File: src/rtl/tmr_counter_ctrl.sv
// Run controller for the triple-modular-redundant counter datapath: sequences
// clear/enable for a commanded run length and tracks per-replica fault health.
module tmr_counter_ctrl #(
    parameter int LEN_W   = 16,
    parameter int CNT_W   = 8,
    parameter int PERSIST = 4
) (
    input  logic             clk,
    input  logic             rst,
    input  logic             cmd_valid,
    output logic             cmd_ready,
    input  logic [LEN_W-1:0] cmd_len,
    input  logic             abort,
    input  logic             fault_1,
    input  logic             fault_2,
    input  logic             fault_3,
    output logic             ctr_clr,
    output logic             enable,
    output logic             busy,
    output logic             done,
    output logic             err,
    output logic [2:0]       failed,
    output logic [CNT_W-1:0] fault_cnt_1,
    output logic [CNT_W-1:0] fault_cnt_2,
    output logic [CNT_W-1:0] fault_cnt_3
);

    localparam logic [2:0] ST_IDLE  = 3'd0;
    localparam logic [2:0] ST_CLEAR = 3'd1;
    localparam logic [2:0] ST_RUN   = 3'd2;
    localparam logic [2:0] ST_DONE  = 3'd3;
    localparam logic [2:0] ST_ERROR = 3'd4;

    localparam logic [CNT_W-1:0] CNT_MAX   = {CNT_W{1'b1}};
    localparam logic [CNT_W-1:0] CNT_ZERO  = {CNT_W{1'b0}};
    localparam logic [CNT_W-1:0] CNT_ONE   = {{(CNT_W-1){1'b0}}, 1'b1};
    localparam logic [CNT_W-1:0] PERSIST_C = CNT_W'(PERSIST);
    localparam logic [LEN_W-1:0] LEN_ZERO  = {LEN_W{1'b0}};
    localparam logic [LEN_W-1:0] LEN_ONE   = {{(LEN_W-1){1'b0}}, 1'b1};

    // True when at least two of the three replica flags are set.
    function automatic logic two_or_more(input logic [2:0] v);
        return (v[0] & v[1]) | (v[0] & v[2]) | (v[1] & v[2]);
    endfunction

    logic [2:0]                  state_r, state_s;
    logic [LEN_W-1:0]            rem_r, rem_s;
    logic                        err_r, err_s;
    logic [2:0]                  failed_r, failed_s;
    logic [2:0][CNT_W-1:0]       cnt_r, cnt_s;
    logic [2:0][CNT_W-1:0]       streak_r, streak_s;
    logic [2:0]                  fault_s;
    logic                        unmask_s;
    logic                        ctr_clr_r, enable_r, busy_r, done_r;

    assign fault_s = {fault_3, fault_2, fault_1};

    // Next-state, run-length and fault-statistics computation.
    always_comb begin
        state_s  = state_r;
        rem_s    = rem_r;
        err_s    = err_r;
        failed_s = failed_r;
        cnt_s    = cnt_r;
        streak_s = streak_r;
        unmask_s = 1'b0;
        case (state_r)
            ST_IDLE: begin
                if (cmd_valid) begin
                    rem_s    = cmd_len;
                    err_s    = 1'b0;
                    failed_s = 3'b000;
                    cnt_s    = {3{CNT_ZERO}};
                    streak_s = {3{CNT_ZERO}};
                    state_s  = (cmd_len != LEN_ZERO) ? ST_CLEAR : ST_DONE;
                end else begin
                    state_s = ST_IDLE;
                end
            end
            ST_CLEAR: state_s = ST_RUN;
            ST_RUN: begin
                for (int i = 0; i < 3; i++) begin
                    if (fault_s[i]) begin
                        cnt_s[i]    = (cnt_r[i] != CNT_MAX) ? cnt_r[i] + CNT_ONE : cnt_r[i];
                        // Streak stops at PERSIST so it cannot wrap on long faults.
                        streak_s[i] = (streak_r[i] != PERSIST_C) ? streak_r[i] + CNT_ONE : streak_r[i];
                        failed_s[i] = failed_r[i] | (streak_s[i] == PERSIST_C);
                    end else begin
                        streak_s[i] = CNT_ZERO;
                        failed_s[i] = failed_r[i];
                    end
                end
                rem_s    = rem_r - LEN_ONE;
                unmask_s = (&fault_s) | two_or_more(failed_s);
                if (abort) begin
                    state_s = ST_IDLE;
                end else if (unmask_s) begin
                    state_s = ST_ERROR;
                    err_s   = 1'b1;
                end else if (rem_r == LEN_ONE) begin
                    state_s = ST_DONE;
                end else begin
                    state_s = ST_RUN;
                end
            end
            ST_DONE:  state_s = ST_IDLE;
            ST_ERROR: begin
                if (abort) begin
                    state_s = ST_IDLE;
                end else begin
                    state_s = ST_ERROR;
                end
            end
            default:  state_s = ST_IDLE;
        endcase
    end

    // State, statistics and registered outputs decoded from the next state.
    always_ff @(posedge clk or negedge rst) begin
        if (!rst) begin
            state_r   <= ST_IDLE;
            rem_r     <= LEN_ZERO;
            err_r     <= 1'b0;
            failed_r  <= 3'b000;
            cnt_r     <= {3{CNT_ZERO}};
            streak_r  <= {3{CNT_ZERO}};
            ctr_clr_r <= 1'b0;
            enable_r  <= 1'b0;
            busy_r    <= 1'b0;
            done_r    <= 1'b0;
        end else begin
            state_r   <= state_s;
            rem_r     <= rem_s;
            err_r     <= err_s;
            failed_r  <= failed_s;
            cnt_r     <= cnt_s;
            streak_r  <= streak_s;
            ctr_clr_r <= (state_s == ST_CLEAR);
            enable_r  <= (state_s == ST_RUN);
            busy_r    <= (state_s == ST_CLEAR) | (state_s == ST_RUN) | (state_s == ST_DONE);
            done_r    <= (state_s == ST_DONE);
        end
    end

    assign cmd_ready   = (state_r == ST_IDLE);
    assign ctr_clr     = ctr_clr_r;
    assign enable      = enable_r;
    assign busy        = busy_r;
    assign done        = done_r;
    assign err         = err_r;
    assign failed      = failed_r;
    assign fault_cnt_1 = cnt_r[0];
    assign fault_cnt_2 = cnt_r[1];
    assign fault_cnt_3 = cnt_r[2];

endmodule

File: config.mk
export PLATFORM = sky130hd
export DESIGN_NAME = tmr_counter_ctrl
export DESIGN_NICKNAME = d
export VERILOG_FILES = /design/src/rtl/tmr_counter_ctrl.sv
export SDC_FILE = /design/constraint.sdc
export NUM_CORES = 1
export LEC_CHECK = 0
export CAP_MARGIN = 20
export CORE_MARGIN = 8
export CORE_UTILIZATION = 55
export CTS_CLUSTER_SIZE = 30
export DETAILED_ROUTE_END_ITERATION = 10
export HOLD_SLACK_MARGIN = 0.06
export PLACE_DENSITY = 0.82
export SYNTH_ARGS = -nofsm -noshare
export SYNTH_HDL_FRONTEND = slang
export SYNTH_SLANG_ARGS = --single-unit
File: constraint.sdc
create_clock -name clk -period 2.7 [get_ports clk]
set_input_delay 0.675 -clock clk [delete_from_list [all_inputs] [get_ports clk]]
set_output_delay 0.675 -clock clk [all_outputs]
set_load 0.02 [all_outputs]
-- After elaboration in Yosys (flattened, before gate mapping)
Index checks and enable logic that the tools add are counted.
- output and inout port bits: 33
- input port bits: 23
- logic and storage cells: 102
- bits in registers: 75
- bitwise gates (word level): 11
- muxes and demuxes: 36
- eq/ne operators: 25
- add/sub/neg operators: 7
- reduce and logical (&&, ||, !) cells: 9
- operators by type and width (operator ; number):
    $mux 8 ; 12
    $pmux 24 s2 ; 2
    $add 8x1->8 const B ; 6
    $pmux 16 s2 ; 1
    $eq 8x3->1 const B ; 3
    $mux 24 ; 1
    $ne 8x3->1 const B ; 3
    $ne 8x8->1 const B ; 3
    $ne 2x2->1 const B ; 9
    $eq 16x1->1 const B ; 1
    $mux 16 ; 1
    $reduce_and 4->1 ; 4
    $reduce_bool 16->1 ; 1
    $sub 16x1->16 const B ; 1
    $mux 3 ; 4
    $pmux 3 s4 ; 1
    $mux 1 ; 10
    $eq 3x2->1 const B ; 3
    $or 1x1->1 ; 8
    $eq 3x1->1 const B ; 2
    $pmux 3 s2 ; 1
    $mux 2 ; 2
    $and 1x1->1 ; 3
    $eq 3x3->1 const B ; 1
    5 further kinds ; 5

-- Longest topological paths before layout
Gate-level depths: netlist of the first run.
- depth after elaboration: 16
- mapped depth: 11
- gate-level depth less buffers: 11

-- Worst setup path after synthesis of the first run
Ideal clock, no wire load.
- path kind: reg-to-reg
- start point: register streak_r[4] in the netlist's numbering
- end point: register enable_r, in the netlist enable
- clock period less this slack: 2.327 ns
- setup slack: 0.373 ns
- setup time: 0.119 ns
- data required time: 2.581 ns
- buffers on the path: 0
- cell stages (with the launch flop): 10
- data arrival time: 2.208 ns
- cells stage by stage: dfrtp_1 or4_1 or3_1 o41ai_1 a31oi_1 maj3_2 nand2_2 o32a_2 inv_2 and2_1
- cells in the longest elaborated chain, start to end: 14
- elaborated cells on any way between the ends: 16
- those cells by class: add/sub: 1; eq/ne: 3; mux: 6; bitwise: 6
- RTL lines (what ; RTL line ; source):
    start, declared ; 51 ; logic [2:0][CNT_W-1:0] streak_r, streak_s;
    start signal, assigned ; 126 ; streak_r <= {3{CNT_ZERO}};
    start signal, assigned ; 137 ; streak_r <= streak_s;
    $add 8x1->8 / $ne 8x3->1 (equally long branches) ; 86 ; streak_s[i] = (streak_r[i] != PERSIST_C) ? streak_r[i] + CNT_ONE : streak_r[i];
    $mux 8 (*) ; 86 ;
    $eq 8x3->1 (*) ; 87 ; failed_s[i] = failed_r[i] | (streak_s[i] == PERSIST_C);
    $or 1x1->1 (*) ; 87 ;
    $mux 1 (*) ; 83 ; if (fault_s[i]) begin
    $mux 1 (*) ; 67 ; case (state_r)
    $and 1x1->1 ; 43 ; return (v[0] & v[1]) | (v[0] & v[2]) | (v[1] & v[2]);
    $or 1x1->1 (*) (2 in a row) ; 43 ;
    $or 1x1->1 (*) ; 94 ; unmask_s = (&fault_s) | two_or_more(failed_s);
    $mux 3 (*) ; 97 ; end else if (unmask_s) begin
    $mux 3 (*) ; 95 ; if (abort) begin
    $pmux 3 s4 (*) ; 67 ;
    via state_s[1] ; 46 ; logic [2:0] state_r, state_s;
    $eq 3x2->1 (*) ; 139 ; enable_r <= (state_s == ST_RUN);
    end signal, assigned ; 139 ;
    end, declared ; 54 ; logic ctr_clr_r, enable_r, busy_r, done_r;
Mark *: on every way through the listed nets, which the timed path passes. The rest lies on a longest branch. The select of a mux whose other input is x is not followed.
A chain may end at the register's enable or synchronous reset.

-- Worst setup path after layout of the first run
- start point: register state_r[2]
- end point: output cmd_ready
- cells in the longest elaborated chain, start to end: 1
- RTL lines (what ; RTL line ; source):
    start, declared ; 46 ;
    start signal, assigned ; 132 ; state_r <= state_s;
    $logic_not 3->1 ; 145 ; assign cmd_ready = (state_r == ST_IDLE);
    end, declared ; 11 ; output logic cmd_ready,
No other way between the ends.

==> qor.log, run 1 <==
qor: outcome.outcome completed
qor: critical_path.cp_class reg -> out
qor: routing.postRouteWirelength 10380 um
qor: power_and_ir_drop.switching_share 0.3885
qor: floorplanning.std_cell_core_area 7214 um2
qor: routing.drcViolationCount 0
qor: global_route.grt_start_max_net_pins 45
qor: timing.hold_violations 0
qor: floorplanning.pin_count 56
qor: logic_synthesis.synthesis.area 4068 um2
qor: cts.ctsRootBufferMaster sky130_fd_sc_hd__clkbuf_8
qor: power_and_ir_drop.leakagePower 0.002114 uW
qor: cts.clock_path_buffers 2
qor: cts.hold_buffer_count_at_cts 0
qor: place.place.detailed.instances 599
qor: cts.tritoncts done
qor: logic_synthesis.synth.distinct_cells 54
qor: place.io_buffers 55
qor: critical_path.cp_max_fo 6
qor: cts.worst_setup_hold_path_clk_slew 80 ps
qor: timing.holdWs 309.6 ps
qor: timing.worst_slew_margin_rel 0.6078
qor: power_and_ir_drop.power_frac_comb 0.372
qor: timing.grt_setup_unrepaired no
qor: logic_synthesis.cell_taking_the_most_area_after_synthesis sky130_fd_sc_hd__dfrtp_1
qor: timing.slew_violations 0
qor: power_and_ir_drop.vdd_drop_max 0.5981 mV
qor: routing.initialDrtViolationCount 251
qor: global_route.grt_first_pass_wirelength 17530 um
qor: timing.worstMarginPinSlew 586.2 ps
qor: layout.antenna_fix_cells 0
qor: routing.drt-pass1-iter-count 5
qor: cts.clk-insertion-delay-late 350 ps
qor: critical_path.end_kind output port
qor: timing.setup_tns 0 ps
qor: cts.cts_resized 0
qor: global_route.track_usage 0.2095
qor: power_and_ir_drop.power_frac_clock 0.229
qor: critical_path.worstSetupStartpointType flop
qor: global_route.globalRouteOverflowTotal 0
qor: critical_path.critPathTopFamily buffers and inverters
qor: layout.area.growth.synth_to_final 23.29%
qor: critical_path.cp.depth 2
qor: global_route.grt_antenna_before_repair 0
qor: critical_path.worst-r2r-cell-count 9
qor: critical_path.cp_slowest_stage_delay 730 ps
qor: cts.cts-buffers-inserted 9
qor: logic_synthesis.synth_fp_nets 479
qor: timing.finalSetupViolCount 0
qor: cts.numClockSinks 75
qor: cts.cts_post_setup_buffers_inserted 0
qor: critical_path.critical_path_arrival 2020 ps
qor: layout.nets 546
qor: critical_path.required 2030 ps
qor: floorplanning.dieWidth 102 um
qor: logic_synthesis.postSynth.asyncResetShare 1.000
qor: power_and_ir_drop.cell_internal_pwr 2450 uW
qor: place.detailedPlacementHpwl 7359 um
qor: place.gpl.final_weighted_congestion 0.8800
qor: floorplanning.die_area 10400 um2
qor: run.max-cap-violations 0
qor: timing.min_period_over_period 0.9968
qor: power_and_ir_drop.power.sequential.fraction 0.399
qor: min_path.worst_hold_path_type in -> async
qor: cts.htree_levels 3
qor: critical_path.worstPathCellList nor3_1 > clkdlybuf4s50_1
qor: routing.routed_wire_length_per_instance 16.85 um
qor: logic_synthesis.netlist_instances 445
qor: logic_synthesis.syn-mean-instance-area 9.141 um2
qor: logic_synthesis.synth_ff_type sky130_fd_sc_hd__dfrtp_1
qor: logic_synthesis.synth.top_cell.area_share 0.4614
qor: routing.vias 3771
qor: floorplanning.die_height 102 um
qor: logic_synthesis.yosys_warnings 0
qor: floorplanning.placementRows 31
qor: routing.post_drt_via_cell_ratio 6.122
qor: logic_synthesis.synth.top_cells.by_area sky130_fd_sc_hd__dfrtp_1 46%, sky130_fd_sc_hd__o21ai_0 5.9%, sky130_fd_sc_hd__nand2_1 4.4%
qor: global_route.vias_in_the_first_global_route 3695
qor: critical_path.critical_path_buf_inv_count 1
qor: floorplanning.floorplan.initialDensity 0.5638
qor: timing.skew 5.439 ps
qor: logic_synthesis.yosysSeqAreaShare 0.4614
qor: routing.ant_nets 0
qor: logic_synthesis.edff_count_synth 0
qor: power_and_ir_drop.p_switching 1556 uW
qor: critical_path.slowest_stage_cell_cp sky130_fd_sc_hd__clkdlybuf4s50_1
qor: power_and_ir_drop.power_per_cell_area 798.8 nW/um2
qor: timing.fmax 0.3716 GHz
qor: layout.post_route_cells_drive_above_1_share 0.09091
qor: timing.finalWorstPathRequiredPeriod 2691 ps
qor: logic_synthesis.synth_seq_cells 75
qor: layout.fin_cells 616
==> power groups by stage <==
stage | logic (uW) | clock network (uW) | registers (uW)
2_1_floorplan | 840 | 0 | 1630
5_1_grt | 1650 | 981 | 1630
3_5_place_dp | 1460 | 0 | 1610
4_1_cts | 1470 | 929 | 1590
6_report | 1490 | 917 | 1600
3_3_place_gp | 1410 | 0 | 1600
==> sequential cells by signal (all words and copies together), names as in the netlist, 3 cells and up <==
| name | flops |
|---|---|
| rem_r | 16 |
| fault_cnt_3 | 8 |
| state_r | 3 |
| fault_cnt_1 | 8 |
| failed | 3 |
| streak_r | 24 |
| fault_cnt_2 | 8 |
==> path summary, 6_finish.rpt <==
kind	slack, ps	endpoint	start
worst max register to register	150	enable	streak_r[12]
worst min register to register	490	err	err
max in group asynchronous	1720	streak_r[11]	rst
worst min-delay path	310	streak_r[20]	rst
min in group clk	490	err	err
worst max-delay path	9	cmd_ready	state_r[2]
==> synthesized netlist by cell type (all sizes together), types with 4 or more instances <==
master and n:
o41ai 4, xnor2 7, nor4 6, o211ai 10, nand4 6, or2 6
nand3 26, ha 11, xor2 16, inv 15, clkbuf 11, o31ai 9
nor3 7, or3 9, dfrtp 75, o311ai 7, nor2b 6, o21ai 48
nor2 42, and3 12, a32o 4, a31oi 8, nand2 49, a21oi 10
==> cells by family after synthesis <==
group | after synthesis | share of synthesized area
buf+inv | 29 | 0.02737
mux | 3 | 0.007690
simple gates | 187 | 0.2310
fa+ha+maj | 12 | 0.03660
xor+xnor | 23 | 0.04952
flops | 75 | 0.4614
compound gates | 116 | 0.1864
==> stage by stage <==
stage / area (um2) / utilization / setup WS [ps] / power, uW
after floorplan: 4068 / - / 372.8 / 2472
after global placement: 4795 / 0.6646 / 74.70 / 3010
after detailed placement: 4795 / 0.6646 / 10.07 / 3065
after CTS: 5007 / 0.6941 / 83.34 / 3993
after global routing: 5015 / 0.6951 / 15.89 / 4264
final: 5015 / 0.6951 / 8.678 / 4006
==> layout by cell type (no fill, tap or decap), types with 7 or more instances in the layout <==
cell,synthesis,final
sky130_fd_sc_hd__nor2_1,42,42
sky130_fd_sc_hd__xor2_1,16,16
sky130_fd_sc_hd__ha_1,11,11
sky130_fd_sc_hd__or3_1,8,8
sky130_fd_sc_hd__a31oi_1,8,8
sky130_fd_sc_hd__nand2_1,48,48
sky130_fd_sc_hd__a21oi_1,10,10
sky130_fd_sc_hd__buf_4,0,16
sky130_fd_sc_hd__and3_1,12,12
sky130_fd_sc_hd__nand3_1,26,26
sky130_fd_sc_hd__o31ai_1,9,9
sky130_fd_sc_hd__o211ai_1,10,10
sky130_fd_sc_hd__inv_1,14,14
sky130_fd_sc_hd__xnor2_1,7,7
sky130_fd_sc_hd__o311ai_0,7,7
sky130_fd_sc_hd__clkdlybuf4s50_1,0,54
sky130_fd_sc_hd__o21ai_0,48,48
sky130_fd_sc_hd__clkbuf_8,0,12
sky130_fd_sc_hd__dfrtp_1,75,75
==> area by class of cell <==
| class | count | area (um2) |
|---|---|---|
| clock buffers | 12 | 165.2 |
| clock inverters | 4 | 47.55 |
| fillers | 594 | 2200 |
| inverters | 15 | 56.30 |
| multi-input cells | 341 | 2085 |
| flip-flops and latches | 75 | 1877 |
| well taps | 99 | 123.9 |
| repair buffers | 70 | 660.6 |
==> per-layer routing <==
layer | part of all wire | up-vias | GRT usage
met3 | 0.072 | 9 | 0.05722
li1 | - | 1768 | -
met1 | 0.43 | 1849 | 0.2650
met2 | 0.49 | 145 | 0.3328
met5 | 0 | - | 0
met4 | 0.0081 | 0 | 0.08126
(Power assumes the default switching activity.)
==> run 2, diff against run 1 <==
--- a/config.mk
+++ b/config.mk
@@ -5,13 +5,13 @@
 export SDC_FILE = /design/constraint.sdc
 export NUM_CORES = 1
 export LEC_CHECK = 0
-export CAP_MARGIN = 20
+export ABC_AREA = 1
 export CORE_MARGIN = 8
-export CORE_UTILIZATION = 55
+export CORE_UTILIZATION = 56
 export CTS_CLUSTER_SIZE = 30
 export DETAILED_ROUTE_END_ITERATION = 10
 export HOLD_SLACK_MARGIN = 0.06
-export PLACE_DENSITY = 0.82
+export PLACE_DENSITY = 0.83
 export SYNTH_ARGS = -nofsm -noshare
 export SYNTH_HDL_FRONTEND = slang
 export SYNTH_SLANG_ARGS = --single-unit
==> qor.log, run 2 <==
qor: cts.htree_levels 3
qor: logic_synthesis.edff_count_synth 0
qor: logic_synthesis.synth.distinct_cells 37
qor: global_route.grt_start_max_net_pins 46
qor: logic_synthesis.cell_taking_the_most_area_after_synthesis sky130_fd_sc_hd__dfrtp_1
qor: timing.min_period_over_period 0.8774
qor: routing.initialDrtViolationCount 339
qor: global_route.grt_antenna_before_repair 0
qor: place.place.detailed.instances 706
qor: layout.largest_reg_flops 24
qor: layout.area.growth.synth_to_final 21.75%
qor: timing.fmax 0.4221 GHz
qor: global_route.grt_first_pass_wirelength 18030 um
qor: global_route.track_usage 0.2145
qor: global_route.grtUsageMet3 0.03748
qor: place.gpl.final_weighted_congestion 0.9154
qor: cts.clock_path_buffers 2
qor: logic_synthesis.postSynth.asyncResetShare 1.000
qor: timing.hold_violations 0
qor: layout.nets 649
qor: cts.tritoncts done
qor: cts.hold_buffer_count_at_cts 0
qor: cts.clk-insertion-delay-late 340 ps
qor: critical_path.r2r_start state_r[2]
qor: timing.holdWs 328.8 ps
qor: timing.worstMarginPinSlew 600.3 ps
qor: critical_path.end_kind flop
qor: run.max-cap-violations 0
qor: timing.skew 10.26 ps
qor: floorplanning.std_cell_core_area 7567 um2
qor: cts.cts_post_setup_buffers_inserted 0
qor: logic_synthesis.synth_ff_type sky130_fd_sc_hd__dfrtp_1
qor: logic_synthesis.yosys_warnings 0
qor: global_route.vias_in_the_first_global_route 3984
qor: power_and_ir_drop.vdd_drop_max 0.4603 mV
qor: cts.cts_resized 0
qor: floorplanning.die_area 10680 um2
qor: routing.ant_nets 0
qor: layout.mostFrequentLayoutCells 113 x sky130_fd_sc_hd__nand2_1, 80 x sky130_fd_sc_hd__inv_1, 75 x sky130_fd_sc_hd__dfrtp_1
qor: cts.numClockSinks 75
qor: timing.finalWorstPathRequiredPeriod 2369 ps
qor: global_route.grt_util_met1 0.2711
qor: routing.drcViolationCount 0
qor: layout.stdcell_area 5204 um2
qor: floorplanning.dieWidth 103.4 um
qor: logic_synthesis.synth_fp_nets 589
qor: logic_synthesis.yosysMostFrequentCell sky130_fd_sc_hd__nand2_1
qor: critical_path.cp_max_fo 15
qor: logic_synthesis.syn-mean-instance-area 7.701 um2
qor: floorplanning.pin_count 56
qor: min_path.worst_hold_path_type in -> async
qor: critical_path.cp_class reg -> reg
qor: cts.worst_setup_hold_path_clk_slew 80 ps
qor: power_and_ir_drop.power_per_cell_area 846.5 nW/um2
qor: timing.worst_slew_margin_rel 0.5998
qor: routing.postRouteWirelength 10750 um
qor: routing.routed_wire_length_per_instance 14.89 um
qor: place.detailed_place.area 4962 um2
qor: critical_path.critPathLaunch state_r[2]
qor: cts.cts-buffers-inserted 9
qor: global_route.globalRouteOverflowTotal 0
qor: floorplanning.floorplan.initialDensity 0.5648
qor: power_and_ir_drop.leakagePower 0.002351 uW
qor: outcome.outcome completed
qor: critical_path.critical_path_arrival 2590 ps
qor: layout.largest-register streak_r
qor: logic_synthesis.synthesis.area 4274 um2
qor: routing.drt-pass1-iter-count 5
qor: floorplanning.die_height 103.4 um
qor: logic_synthesis.synth.top_cell.area_share 0.4391
qor: routing.post_drt_via_cell_ratio 5.573
qor: place.detailedPlacementHpwl 7871 um
qor: global_route.busiest_layer met2
qor: logic_synthesis.synth_seq_cells 75
qor: timing.grt_setup_unrepaired no
qor: routing.vias 4024
qor: timing.slew_violations 0
qor: layout.fin_cells 722
qor: layout.largestRegisters streak_r x24, rem_r x16
qor: layout.post_route_cells_drive_above_1_share 0.06129
qor: logic_synthesis.netlist_instances 555
qor: logic_synthesis.ys_top_cells_by_count 113 x sky130_fd_sc_hd__nand2_1, 80 x sky130_fd_sc_hd__inv_1, 75 x sky130_fd_sc_hd__dfrtp_1
qor: place.io_buffers 55
qor: logic_synthesis.yosysSeqAreaShare 0.4391
qor: timing.finalSetupViolCount 0
qor: cts.ctsRootBufferMaster sky130_fd_sc_hd__clkbuf_8
qor: global_route.met2_track_demand_over_resource_in_global_routing 0.3565
qor: critical_path.worstSetupStartpointType flop
qor: critical_path.required 2920 ps
qor: logic_synthesis.synth.top_cells.by_area sky130_fd_sc_hd__dfrtp_1 44%, sky130_fd_sc_hd__nand2_1 9.9%, sky130_fd_sc_hd__inv_1 7.0%
qor: layout.layout_commonest_cell sky130_fd_sc_hd__nand2_1
qor: layout.antenna_fix_cells 0
qor: floorplanning.placementRows 32
qor: timing.setup_tns 0 ps
run 2: changes by cell type after synthesis, sizes merged, moves of 11 or more:
| cell | previous run | this run |
|---|---|---|
| and3 | 12 | 1 |
| inv | 15 | 81 |
| nand2 | 49 | 116 |
| nand3 | 26 | 45 |
| nor2 | 42 | 68 |
| nor3 | 7 | 18 |
| o21ai | 48 | 37 |
run 2: metal layers:
metal  vias up  part of all wire
met1      1898              0.44
met2       161              0.49
met5         -                 0
met4         0            0.0086
met3        10             0.061
li1       1955                 -
run 2: final timing paths:
path                                        to  slack (ps)  cells past startpoint
worst max register to register  fault_cnt_3[7]         330                     12
worst min-delay path              streak_r[16]         330                      1
worst min register to register             err         480                      2
min in group clk                           err         480                      2
worst max-delay path            fault_cnt_3[7]         330                     12
max in group asynchronous       fault_cnt_3[5]        1780                      2
run 2: report_power, final:
group	internal, uW	switching [uW]
registers	1380	221
logic	651	1120
clock network	637	404
run 2: critical path, stage by stage, from the launching register on:
cell                      delay [ps]
sky130_fd_sc_hd__dfrtp_1         420
sky130_fd_sc_hd__nor2_1          120
sky130_fd_sc_hd__nand2_1         200
sky130_fd_sc_hd__inv_2           320
sky130_fd_sc_hd__nand2_2         160
sky130_fd_sc_hd__a21oi_2         270
sky130_fd_sc_hd__nor2_2          140
sky130_fd_sc_hd__nor2_4          110
sky130_fd_sc_hd__nand3_2         100
sky130_fd_sc_hd__nor2_2          130
sky130_fd_sc_hd__nand3_1          90
sky130_fd_sc_hd__xor2_1          140
sky130_fd_sc_hd__nor2_1           50
run 2: area by class of cell:
| cell class | count | area (um2) |
|---|---|---|
| clock inverters | 5 | 100.1 |
| multi-input cells | 384 | 2013 |
| inverters | 81 | 304.0 |
| fillers | 593 | 2364 |
| repair buffers | 64 | 640.6 |
| flip-flops and latches | 75 | 1877 |
| clock buffers | 11 | 141.4 |
| well taps | 102 | 127.6 |
run 2: cell families (layout without fill, tap and decap cells):
kind of cell | Yosys count | in the layout | synth area share
AOI/OAI and AO/OA | 93 | 93 | 0.1344
xor gates and xnor gates | 16 | 16 | 0.03279
adders and majority gates | 11 | 11 | 0.03220
buffers and inverters | 96 | 161 | 0.08987
DFF | 75 | 75 | 0.4391
and+or+nand+nor | 264 | 264 | 0.2717
run 2: metrics by stage:
step | util | power [uW] | setup slack [ps]
finish | 0.6877 | 4405 | 330.9
global placement | 0.6558 | 3282 | 164.8
floorplan | - | 2715 | 558.7
global route | 0.6877 | 4702 | 137.2
CTS | 0.6877 | 4413 | 319.2
detailed placement | 0.6558 | 3363 | 170.0
==> run 3, diff against run 2 <==
--- a/config.mk
+++ b/config.mk
@@ -7,11 +7,12 @@
 export LEC_CHECK = 0
 export ABC_AREA = 1
 export CORE_MARGIN = 8
-export CORE_UTILIZATION = 56
+export CORE_UTILIZATION = 64
 export CTS_CLUSTER_SIZE = 30
 export DETAILED_ROUTE_END_ITERATION = 10
+export DONT_BUFFER_PORTS = 1
 export HOLD_SLACK_MARGIN = 0.06
-export PLACE_DENSITY = 0.83
+export PLACE_DENSITY = 0.82
 export SYNTH_ARGS = -nofsm -noshare
 export SYNTH_HDL_FRONTEND = slang
 export SYNTH_SLANG_ARGS = --single-unit
==> qor.log, run 3 (synthesis gave the netlist of run 2 again) <==
qor: timing.worst_slew_margin_rel 0.6442
qor: timing.finalWorstPathRequiredPeriod 2260 ps
qor: global_route.grt_first_pass_wirelength 16650 um
qor: cts.ctsRootBufferMaster sky130_fd_sc_hd__clkbuf_8
qor: routing.drt-pass1-iter-count 4
qor: layout.largest_reg_flops 24
qor: floorplanning.dieWidth 97.72 um
qor: global_route.grt_start_max_net_pins 76
qor: global_route.track_usage 0.2140
qor: power_and_ir_drop.power_frac_clock 0.207
qor: cts.tritoncts done
qor: power_and_ir_drop.power.sequential.fraction 0.435
qor: place.gpl.final_weighted_congestion 0.8670
qor: timing.grt_setup_unrepaired no
qor: power_and_ir_drop.switching_share 0.4413
qor: global_route.globalRouteOverflowTotal 0
qor: layout.final_core_utilization 0.7101
qor: cts.htree_levels 3
qor: cts.cts_resized 0
qor: outcome.outcome completed
qor: floorplanning.pin_count 56
qor: timing.setup_tns 0 ps
qor: floorplanning.floorplan.initialDensity 0.6655
qor: floorplanning.die_height 97.72 um
qor: timing.slew_violations 0
qor: place.io_buffers 0
qor: layout.mostFrequentLayoutCells 113 x sky130_fd_sc_hd__nand2_1, 80 x sky130_fd_sc_hd__inv_1, 75 x sky130_fd_sc_hd__dfrtp_1
qor: timing.fmax 0.4425 GHz
qor: routing.initialDrtViolationCount 205
qor: critical_path.cp_class reg -> reg
qor: cts.numClockSinks 75
qor: layout.nets 594
qor: critical_path.cp_max_fo 7
qor: cts.clock_path_buffers 2
qor: power_and_ir_drop.cell_internal_pwr 2194 uW
qor: routing.routed_wire_length_per_instance 15.51 um
qor: layout.layout_commonest_cell sky130_fd_sc_hd__nand2_1
qor: critical_path.critical_path_arrival 2560 ps
qor: power_and_ir_drop.power_per_cell_area 861.0 nW/um2
qor: global_route.grt_antenna_before_repair 0
qor: layout.largestRegisters streak_r x24, rem_r x16
qor: routing.postRouteWirelength 9960 um
qor: routing.vias 3807
qor: global_route.vias_in_the_first_global_route 3648
qor: power_and_ir_drop.vdd_drop_max 0.5292 mV
qor: place.detailedPlacementHpwl 7383 um
qor: timing.min_period_over_period 0.8369
qor: cts.hold_buffer_count_at_cts 1
qor: floorplanning.placementRows 29
qor: layout.area.growth.synth_to_final 6.704%
qor: critical_path.end_kind flop
qor: timing.finalSetupViolCount 0
qor: cts.worst_setup_hold_path_clk_slew 90 ps
qor: critical_path.required 3000 ps
qor: timing.hold_violations 0
qor: critical_path.worstSetupStartpointType flop
qor: power_and_ir_drop.power_frac_comb 0.358
qor: routing.ant_nets 0
qor: cts.cts-buffers-inserted 9
qor: floorplanning.std_cell_core_area 6422 um2
qor: place.place.detailed.instances 625
qor: layout.fin_cells 642
qor: power_and_ir_drop.leakagePower 0.002105 uW
qor: power_and_ir_drop.p_switching 1733 uW
qor: min_path.worst_hold_path_type in -> async
qor: cts.cts_post_setup_buffers_inserted 0
qor: layout.antenna_fix_cells 0
qor: layout.post_route_cells_drive_above_1_share 0.06726
qor: cts.clk-insertion-delay-late 360 ps
qor: run.max-cap-violations 0
qor: timing.skew 9.271 ps
qor: floorplanning.die_area 9549 um2
qor: routing.post_drt_via_cell_ratio 5.930
qor: timing.worstMarginPinSlew 533.2 ps
qor: layout.largest-register streak_r
qor: routing.drcViolationCount 0
==> run 3: worst paths after layout <==
check	slack [ps]	depth (start not counted)	end	start
worst max-delay path	440	12	fault_cnt_2[7]	state_r[2]
worst min-delay path	190	1	streak_r[14]	rst
min in group clk	400	1	state_r[2]	abort
max in group asynchronous	2210	1	fault_cnt_3[3]	rst
worst min register to register	520	1	state_r[2]	state_r[1]
worst max register to register	440	12	fault_cnt_2[7]	state_r[2]
==> run 3: worst max-delay path, cell delays in order (launching register included) <==
cell and delay (ps):
sky130_fd_sc_hd__dfrtp_1 410, sky130_fd_sc_hd__nor2_1 120, sky130_fd_sc_hd__nand2_1 220, sky130_fd_sc_hd__nor2_2 380, sky130_fd_sc_hd__o21ai_1 150, sky130_fd_sc_hd__nand2_1 180, sky130_fd_sc_hd__nand2_1 70, sky130_fd_sc_hd__nor2_1 130
sky130_fd_sc_hd__nand2_1 90, sky130_fd_sc_hd__nor2_1 130, sky130_fd_sc_hd__nand2_1 70, sky130_fd_sc_hd__xor2_1 140, sky130_fd_sc_hd__nor2_1 100
==> run 3: per-stage QoR <==
stage               power (uW)  setup slack (ps)  instance area, um2  hold slack, ps
floorplan                 2715             558.7                4274           379.4
global placement          3037             458.8                4350           382.1
CTS                       3940             443.2                4561           197.7
global route              4197             147.8                4561           215.1
finish                    3927             440.3                4561           194.6
detailed placement        3108             357.9                4350           382.4
==> run 3: area by class of cell <==
| type | instances | area (um2) |
|---|---|---|
| Multi-Input combinational cell | 384 | 2013 |
| Sequential cell | 75 | 1877 |
| Fill cell | 517 | 1862 |
| Inverter | 81 | 304.0 |
| Clock buffer | 9 | 123.9 |
| Tap cell | 77 | 96.34 |
| Timing Repair Buffer | 9 | 87.58 |
| Clock inverter | 7 | 58.81 |
==> run 3: power groups by stage <==
stage	clock [uW]	sequential, uW	combinational (uW)
finish	813	1710	1400
global route	867	1750	1580
CTS	825	1710	1410
detailed placement	0	1730	1380
global placement	0	1720	1320
floorplan	0	1660	1060
==> run 3: routing by layer <==
metal | GRT usage | part of all wire | vias up
li1 | - | - | 1854
met3 | 0.07163 | 0.083 | 25
met4 | 0.1091 | 0.027 | 0
met1 | 0.2482 | 0.41 | 1798
met2 | 0.3458 | 0.48 | 130
met5 | 0 | 0 | -
